===== config.mk =====
export PLATFORM = sky130hd
export DESIGN_NAME = game_reg_shadow
export DESIGN_NICKNAME = d
export VERILOG_FILES = /design/src/rtl/game_reg_shadow_pkg.sv /design/src/rtl/shadow_slot.sv /design/src/rtl/game_reg_shadow.sv
export SDC_FILE = /design/constraint.sdc
export NUM_CORES = 1
export LEC_CHECK = 0
export BUFFER_PORTS_ARGS = -buffer_cell sky130_fd_sc_hd__buf_2
export CORE_MARGIN = 5
export CORE_UTILIZATION = 60
export DETAILED_ROUTE_END_ITERATION = 10
export PLACE_DENSITY_LB_ADDON = 0.15
export SYNTH_ARGS = -nofsm -noshare
export SYNTH_HDL_FRONTEND = slang
export SYNTH_HIERARCHICAL = 1
export SYNTH_SLANG_ARGS = --single-unit

===== constraint.sdc =====
create_clock -name clock -period 3.65 [get_ports clock]
set_input_delay 0.1825 -clock clock [delete_from_list [all_inputs] [get_ports clock]]
set_output_delay 0.1825 -clock clock [all_outputs]
set_load 0.02 [all_outputs]

===== src/rtl/game_reg_shadow_pkg.sv =====
// Shared game definitions: default regfile indices of the frame-shadowed
// registers and the shadow controller state encoding.
package game_reg_shadow_pkg;

  localparam logic [4:0] DEF_BALL_REG   = 5'd20;
  localparam logic [4:0] DEF_NOTES1_REG = 5'd21;
  localparam logic [4:0] DEF_NOTES2_REG = 5'd22;
  localparam logic [4:0] DEF_INOUT_REG  = 5'd23;

  localparam int NUM_SLOTS = 4;

  typedef enum logic [1:0] {
    ST_IDLE    = 2'd0,
    ST_PENDING = 2'd1,
    ST_COMMIT  = 2'd2
  } shadow_state_t;

endpackage


===== src/rtl/shadow_slot.sv =====
// One shadowed register: staging value with dirty bit, a commit holding
// copy frozen at the frame_start edge, and the frame-stable shadow.
module shadow_slot (
  input  logic        clock,
  input  logic        reset,
  input  logic        wr_en,
  input  logic [31:0] wr_data,
  input  logic        transfer,
  input  logic        commit,
  output logic [31:0] shadow,
  output logic        dirty,
  output logic        armed,
  output logic        overwrite
);

  logic [31:0] staging;
  logic [31:0] hold;

  // A write into a dirty slot loses a staged value, unless that value is
  // being frozen for commit on the same edge.
  assign overwrite = wr_en && dirty && !transfer;

  // Stage writes, freeze dirty data at frame_start, publish it in COMMIT.
  always_ff @(posedge clock) begin
    if (reset) begin
      staging <= '0;
      hold    <= '0;
      shadow  <= '0;
      dirty   <= 1'b0;
      armed   <= 1'b0;
    end else begin
      if (transfer) begin
        hold  <= staging;
        armed <= dirty;
        dirty <= 1'b0;
      end
      if (commit && armed) begin
        shadow <= hold;
        armed  <= 1'b0;
      end
      // NOTE: the later non-blocking assignment wins, so a write on the
      // frame_start edge leaves the slot dirty for the next frame.
      if (wr_en) begin
        staging <= wr_data;
        dirty   <= 1'b1;
      end
    end
  end

endmodule


===== src/rtl/game_reg_shadow.sv =====
// Frame-synchronous shadow of the game registers: processor writes are
// staged and copied to the outputs only at vertical blank.
module game_reg_shadow
  import game_reg_shadow_pkg::*;
#(
  parameter logic [4:0] BALL_REG   = DEF_BALL_REG,
  parameter logic [4:0] NOTES1_REG = DEF_NOTES1_REG,
  parameter logic [4:0] NOTES2_REG = DEF_NOTES2_REG,
  parameter logic [4:0] INOUT_REG  = DEF_INOUT_REG
) (
  input  logic        clock,
  input  logic        reset,
  input  logic        ctrl_writeEnable,
  input  logic [4:0]  ctrl_writeReg,
  input  logic [31:0] data_writeReg,
  input  logic        frame_start,
  output logic [31:0] ball,
  output logic [31:0] notes1,
  output logic [31:0] notes2,
  output logic [31:0] in_out,
  output logic [10:0] ball_x_pos,
  output logic [10:0] ball_y_pos,
  output logic        pending,
  output logic        commit_pulse,
  output logic [15:0] frame_count,
  output logic [7:0]  overwrite_count
);

  shadow_state_t state;

  logic                 wr_ok;
  logic [NUM_SLOTS-1:0] hit;
  logic [NUM_SLOTS-1:0] slot_dirty;
  logic [NUM_SLOTS-1:0] slot_armed;
  logic [NUM_SLOTS-1:0] slot_ow;
  logic [31:0]          shadow_q [NUM_SLOTS];
  logic                 transfer;
  logic                 commit;

  // Index 0 is the hard-wired zero register and is never shadowed.
  assign wr_ok  = ctrl_writeEnable && (ctrl_writeReg != 5'd0);
  assign hit[0] = wr_ok && (ctrl_writeReg == BALL_REG);
  assign hit[1] = wr_ok && (ctrl_writeReg == NOTES1_REG);
  assign hit[2] = wr_ok && (ctrl_writeReg == NOTES2_REG);
  assign hit[3] = wr_ok && (ctrl_writeReg == INOUT_REG);

  assign transfer = (state == ST_PENDING) && frame_start;
  assign commit   = (state == ST_COMMIT);

  for (genvar i = 0; i < NUM_SLOTS; i++) begin : g_slot
    shadow_slot u_slot (
      .clock     (clock),
      .reset     (reset),
      .wr_en     (hit[i]),
      .wr_data   (data_writeReg),
      .transfer  (transfer),
      .commit    (commit),
      .shadow    (shadow_q[i]),
      .dirty     (slot_dirty[i]),
      .armed     (slot_armed[i]),
      .overwrite (slot_ow[i])
    );
  end

  assign ball       = shadow_q[0];
  assign notes1     = shadow_q[1];
  assign notes2     = shadow_q[2];
  assign in_out     = shadow_q[3];
  assign ball_x_pos = shadow_q[0][31:21];
  assign ball_y_pos = shadow_q[0][20:10];

  // Frozen-but-not-yet-published values still count as awaiting commit.
  assign pending = |(slot_dirty | slot_armed);

  // Commit sequencing plus the registered pulse and statistics counters.
  always_ff @(posedge clock) begin
    if (reset) begin
      state           <= ST_IDLE;
      commit_pulse    <= 1'b0;
      frame_count     <= '0;
      overwrite_count <= '0;
    end else begin
      commit_pulse <= commit;
      if (commit) begin
        frame_count <= frame_count + 16'd1;
      end
      if ((|slot_ow) && (overwrite_count != 8'hFF)) begin
        overwrite_count <= overwrite_count + 8'd1;
      end
      case (state)
        ST_IDLE:    if (|hit) state <= ST_PENDING;
        ST_PENDING: if (frame_start) state <= ST_COMMIT;
        ST_COMMIT:  state <= ((|hit) || (|slot_dirty)) ? ST_PENDING : ST_IDLE;
        default:    state <= ST_IDLE;
      endcase
    end
  end

endmodule


==> flow_summary.json, run 1 <==
{
  "pwr_density_cell_nw_per_um2": 480,
  "crit_required_ps": 4080,
  "grt_overflow_total": 0,
  "cts_root_buf": "clkbuf_16",
  "tns_ps": 0,
  "p_leak_uw": 0.00697,
  "clock.fmax_mhz": 366,
  "synthCells": 1618,
  "hold_depth": 4,
  "wl_um": 39000,
  "firstDrtPassIters": 5,
  "grt_pass1_wl_um": 60900,
  "tightest_slew_ps": 896,
  "area_growth_pct": 11.6,
  "die_area_um2": 31500,
  "r2r_cells": 8,
  "first_iter_violations": 950,
  "crit_chain": "or2b_1, nor2_4, buf_4, nand2b_1, nor2_1, nor4_1, nor4_1, a311oi_1",
  "wl_per_cell_um": 18.1,
  "clkSlewWorstSetupHoldPaths_ps": 60,
  "p_total_uw": 9020,
  "path_max_fanout": 20,
  "core_area_um2": 27700,
  "drc_errors": 0,
  "rsz0062_at_grt": "no",
  "r2r_slack_ps": 920,
  "finalCritPeriodShare_pct": 74.8,
  "holdPathEnd": "g_slot[1].u_slot/dirty",
  "place_hpwl_um": 23700,
  "setup_viol": 0,
  "ant_nets": 0,
  "cts.sinks": 419,
  "grt_start_max_net_pins": 131,
  "final.min_clock_period_ps": 2730,
  "max-slew-margin-rel_pct": 40.3,
  "dp_cells": 2074,
  "status": "finished clean",
  "hold_viol": 0,
  "async_reset_ff_share_pct": 0,
  "start_util_pct": 60.7,
  "yosys_register_bits": 419,
  "layout-drive-gt1-share_pct": 22.2,
  "ys.flop_type": "dfxtp_1",
  "slew_violations": 0,
  "drv_cap": 0,
  "synth-edff-count": 0,
  "timing.rr.start": "state[0]",
  "critPathKind": "register to register",
  "reg2reg_to": "overwrite_count[7]",
  "die_h_um": 177,
  "critPathLaunchType": "register",
  "cp_common_cell": "nor4_1",
  "ys_types": 43,
  "peakVddDrop_mv": 0.319,
  "cts_setup_buffers": 0,
  "crit_arrival_ps": 3160,
  "hp-start": "ctrl_writeReg[1]",
  "critPathMaxStageDelay_ps": 680,
  "instances_no_fill": 2151,
  "grt_pass1_vias": 11200,
  "vias_per_cell": 5.50,
  "critPathCaptureType": "register",
  "synth_area_um2": 16800,
  "yosys.area.top_type": "dfxtp_1",
  "numCtsBuffers": 41,
  "nNetsFinal": 1784,
  "crit_slowest_cell": "nor4_1",
  "yosysWarnings": 6,
  "synth_area_leaders": "dfxtp_1 (50%), mux2i_1 (16%), a21bo_1 (7.1%)",
  "fp-row-count": 61,
  "die_w_um": 177,
  "min_path_type": "input port to register",
  "post-place-ws_ps": 1000,
  "cts_tree": "yes",
  "clk_latency_ps": 530,
  "vias": 11800,
  "io_buffers": 216,
  "synth_nets": 1661,
  "gp_congestion": 0.848,
  "layout_setup_ws_ps": 920,
  "h-tree-depth": 2,
  "synth-seq-area-share_pct": 49.8,
  "cts-root-to-sink-buffers": 3,
  "antenna_found_initial": 0,
  "grt_use_total_pct": 24.0,
  "n_fill_cell": 2222,
  "skew_ps": 13.0,
  "syn_area_per_cell_um2": 10.4,
  "io_pins": 217,
  "synth_top_cell_area_share_pct": 49.8,
  "antenna_cells": 0,
  "layout_commonest_cell": "dfxtp_1",
  "layout_common_cells": "dfxtp_1 (415), nor2_1 (281), mux2i_1 (264)"
}
[critical path, delay by kind of cell, from the launching register on]
family,cells,cell delay [ps]
compound gates,1,290
simple gates,6,1610
flops,1,360
buf+inv,1,370
[metrics by stage]
step           cell area (um^2)  utilization [%]  hold WS [ps]
6_report                  18800             67.8          20.0
5_1_grt                   18800             67.8          12.3
4_1_cts                   18800             67.8          1.23
3_5_place_dp              17400             62.9           457
3_3_place_gp              17400             62.9           455
2_1_floorplan             16800                -           325
[layer usage]
metal / vias to the layer above / track usage [%] / share of wire (%)
met5: - / 0 / 0
met4: 0 / 6.45 / 2.4
met3: 54 / 3.66 / 5.8
met2: 320 / 36.5 / 44
met1: 5682 / 35.8 / 48
li1: 5783 / - / -
[sequential cells by signal, summed over array words and instances (netlist names)]
name / count
g_slot.u_slot/hold: 128
g_slot.u_slot/shadow: 128
g_slot.u_slot/staging: 128
frame_count: 16
overwrite_count: 8
g_slot.u_slot/armed: 4
g_slot.u_slot/dirty: 4
state: 2
commit_pulse: 1
[how the worst max path moves through the flow]
| stage | from | endpoint | slack (ps) |
|---|---|---|---|
| after floorplan | state[0] | overwrite_count[7] | 1510 |
| after global placement | state[0] | overwrite_count[1] | 1040 |
| after detailed placement | state[0] | overwrite_count[7] | 1000 |
| after CTS | state[0] | overwrite_count[7] | 970 |
| after global routing | state[0] | overwrite_count[7] | 660 |
| final | state[0] | overwrite_count[7] | 920 |
[where the power goes]
part           internal, uW  switching (uW)  leakage, uW
clock network          2490            1700     0.000653
logic                  55.7             184      0.00294
registers              4580            6.77      0.00338
[kinds of logic after synthesis]
| kind of cell | Yosys count | share of synthesized area (%) |
|---|---|---|
| muxes | 265 | 15.8 |
| DFF | 419 | 49.8 |
| and+or+nand+nor | 470 | 12.2 |
| AOI/OAI and AO/OA | 284 | 14.1 |
| adders and majority gates | 2 | 0.149 |
| xor gates and xnor gates | 11 | 0.573 |
| buffers and inverters | 167 | 7.34 |
[repair_timing]
item	in CTS	in global routing
hold buffers	2	0
resized for setup	0	0
endpoints found under the hold margin	3	0
setup endpoints to repair	0	0
[synth_stat cells (2+ instances only)]
library cell and count:
a211oi_2 4, nand2_1 10, xnor2_1 8, buf_6 44
clkbuf_8 2, dfxtp_1 419, nand2b_1 7, nand3_1 133
mux2i_1 264, or3_1 3, nor2_1 284, clkbuf_1 14
o21ai_0 4, nor2b_1 2, nand4_1 5, a21bo_1 120
buf_4 54, ha_1 2, inv_1 5, a21oi_1 71
or4_1 2, a211oi_1 3, a21bo_2 8, inv_2 4
buf_2 44, nor3_1 7, a31o_2 2, a21oi_2 68
nor4_1 6, a311oi_1 2, and3_1 3, xor2_1 3
[area by class of cell]
type | instances | area, um^2 | share of cell area [%]
Clock buffer | 65 | 1210 | 6.43
Clock inverter | 10 | 131 | 0.699
Inverter | 9 | 33.8 | 0.180
Multi-Input combinational cell | 1032 | 7240 | 38.5
Sequential cell | 419 | 8390 | 44.7
Tap cell | 378 | 473 | 2.52
Timing Repair Buffer | 238 | 1310 | 6.98
Power figures use the tool's default switching activity.
==> run 2, diff against run 1 <==
ABC_AREA = 1   (was unset)
CORE_UTILIZATION = 52   (was 60)
clock period = 2.5 ns   (was 3.65 ns; I/O delays follow)
==> run 2 against run 1 <==
Net effect: wire length grew 6.1%; non-clock buffer count up 34; core utilization is 6.5 points lower; largest power group unchanged; sequential share of layout area is 0.44 points higher; combinational power grew 69%; synthesized area shrank 5.8%; sequential power increased by 48%; register-to-register slack worse by 650 ps; clock-buffer cell count is 2 lower; fmax increased by 22%; design area fell by 1.0%; clock skew fell by 1.9 ps.
==> flow_summary.json, run 2 <==
{
  "grt_pass1_wl_um": 66000,
  "clkSlewWorstSetupHoldPaths_ps": 60,
  "nNetsFinal": 2404,
  "slew_violations": 0,
  "rsz0062_at_grt": "no",
  "synth-seq-area-share_pct": 52.9,
  "grt_overflow_total": 0,
  "async_reset_ff_share_pct": 0,
  "hold_depth": 3,
  "status": "finished clean",
  "instances_no_fill": 2788,
  "place_hpwl_um": 25600,
  "crit_slowest_cell": "buf_4",
  "firstDrtPassIters": 5,
  "io_pins": 217,
  "synthCells": 2180,
  "syn_area_per_cell_um2": 7.27,
  "peakVddDrop_mv": 0.522,
  "area_growth_pct": 17.3,
  "numCtsBuffers": 44,
  "yosysMostFrequentCell": "nor2_1",
  "reg_top3": "g_slot.u_slot/hold x128, g_slot.u_slot/shadow x128, g_slot.u_slot/staging x128",
  "clock.fmax_mhz": 448,
  "critPathMaxStageDelay_ps": 780,
  "vias_per_cell": 4.95,
  "finalInstanceArea_um2": 18600,
  "die_w_um": 185,
  "io_buffers": 216,
  "max-slew-margin-rel_pct": 38.4,
  "yosys_register_bits": 419,
  "wl_um": 41300,
  "synth_nets": 2223,
  "synth_top_cell_area_share_pct": 52.9,
  "synth_area_leaders": "dfxtp_1 (53%), nor2_1 (19%), o21ai_0 (8.4%)",
  "cts_root_buf": "clkbuf_16",
  "synth_area_um2": 15800,
  "critPathKind": "register to register",
  "h-tree-depth": 2,
  "yosysWarnings": 6,
  "finalCritPeriodShare_pct": 89.2,
  "start_util_pct": 52.2,
  "die_h_um": 185,
  "clk_latency_ps": 520,
  "cts_tree": "yes",
  "ant_nets": 0,
  "grt_start_max_net_pins": 98,
  "hold_viol": 0,
  "critPathLaunchType": "register",
  "cts-root-to-sink-buffers": 3,
  "core_area_um2": 30300,
  "layout_commonest_cell": "nor2_1",
  "grt_pass1_vias": 13100,
  "ys_types": 33,
  "yosys.area.top_type": "dfxtp_1",
  "fp-row-count": 64,
  "layout_common_cells": "nor2_1 (798), dfxtp_1 (419), nand2_1 (308)",
  "grt_use_total_pct": 23.6,
  "drc_errors": 0,
  "synth-edff-count": 0,
  "die_area_um2": 34100,
  "yosys-top-cells-count": "nor2_1 (803), dfxtp_1 (419), nand2_1 (308)",
  "r2r_cells": 6,
  "p_leak_uw": 0.0100,
  "wl_per_cell_um": 14.8,
  "crit_required_ps": 2950,
  "drv_cap": 0,
  "p_total_uw": 13400,
  "final.min_clock_period_ps": 2230,
  "skew_ps": 11.1,
  "layout-drive-gt1-share_pct": 14.4,
  "cts.sinks": 419,
  "hold_buffers": 31,
  "pwr_density_cell_nw_per_um2": 721,
  "dp_cells": 2680,
  "first_iter_violations": 1185,
  "post_dp_cell_area_um2": 16900,
  "cts_setup_buffers": 0,
  "gp_congestion": 0.813,
  "antenna_found_initial": 0,
  "vias": 13800,
  "tns_ps": 0,
  "antenna_cells": 0,
  "critPathCaptureType": "register",
  "crit_chain": "inv_2, or2_2, nor2_4, buf_4, o21ai_0, nor2_1",
  "path_max_fanout": 94,
  "ys.flop_type": "dfxtp_1",
  "min_path_type": "input port to register",
  "tightest_slew_ps": 924,
  "crit_arrival_ps": 2680,
  "setup_viol": 0,
  "cts_resized": 0
}
run 2: cell types whose count changed after synthesis, moves of 7 or more:
cell and delta:
a21oi_1 -43, a21bo_1 -120, inv_1 +148, a21bo_2 -8, nand2b_1 -7, a21oi_2 -68, nand3_1 -125, mux2i_1 -264
inv_2 +10, o21ai_0 +262, nor2_1 +519, nand2_1 +298, buf_6 -43, clkbuf_2 +28
run 2: path summary, 6_finish.rpt:
path	endpoint	slack, ps	from
max	g_slot[3].u_slot/hold[15]	270	state[0]
min	g_slot[2].u_slot/staging[18]	30	data_writeReg[18]
max reg2reg	g_slot[3].u_slot/hold[15]	270	state[0]
min reg2reg	g_slot[0].u_slot/hold[27]	480	g_slot[0].u_slot/staging[27]
run 2: layout make-up:
cell class | count | area (um^2)
fillers | 2832 | 11800
flip-flops and latches | 419 | 8390
multi-input cells | 1457 | 6050
repair buffers | 272 | 1650
clock buffers | 63 | 1270
inverters | 167 | 627
well taps | 396 | 495
clock inverters | 14 | 104
run 2: routing by layer:
metal	share of wire [%]	global-route usage (%)	wire length [um]	vias to the layer above
met5	0	0	0	-
met2	45	38.4	18600	396
met4	3.5	8.61	1430	0
li1	-	-	-	7028
met3	7.1	3.95	2950	84
met1	44	31.8	18300	6305
run 2: cell families (layout without fill, tap and decap cells):
kind of cell             Yosys count  count (layout)  share of synthesized area, %
AO/OA/AOI/OAI                    297             297                          9.43
XOR/XNOR                           5               5                         0.276
adder cells (fa/ha/maj)            2               2                         0.158
buffers and inverters            304             516                          8.98
flip-flops                       419             419                          52.9
AND/OR/NAND/NOR                 1153            1153                          28.2
run 2: critical path, delay by kind of cell (launching register included):
| kind | cells | cell delay [ps] |
|---|---|---|
| AO/OA/AOI/OAI | 1 | 260 |
| buffers and inverters | 2 | 850 |
| AND/OR/NAND/NOR | 3 | 680 |
| flip-flops | 1 | 360 |
run 2: metrics by stage:
step	hold slack, ps	worst slack [ps]	utilization [%]
2_1_floorplan	194	26.4	-
3_3_place_gp	414	473	55.7
3_5_place_dp	433	369	55.7
4_1_cts	3.09	287	61.3
5_1_grt	33.5	100	61.3
6_report	31.3	269	61.3
run 2: report_power, final:
group          switching (uW)  internal [uW]
clock network            2580           3640
registers                33.0           6740
logic                     289            116
total                    2900          10500
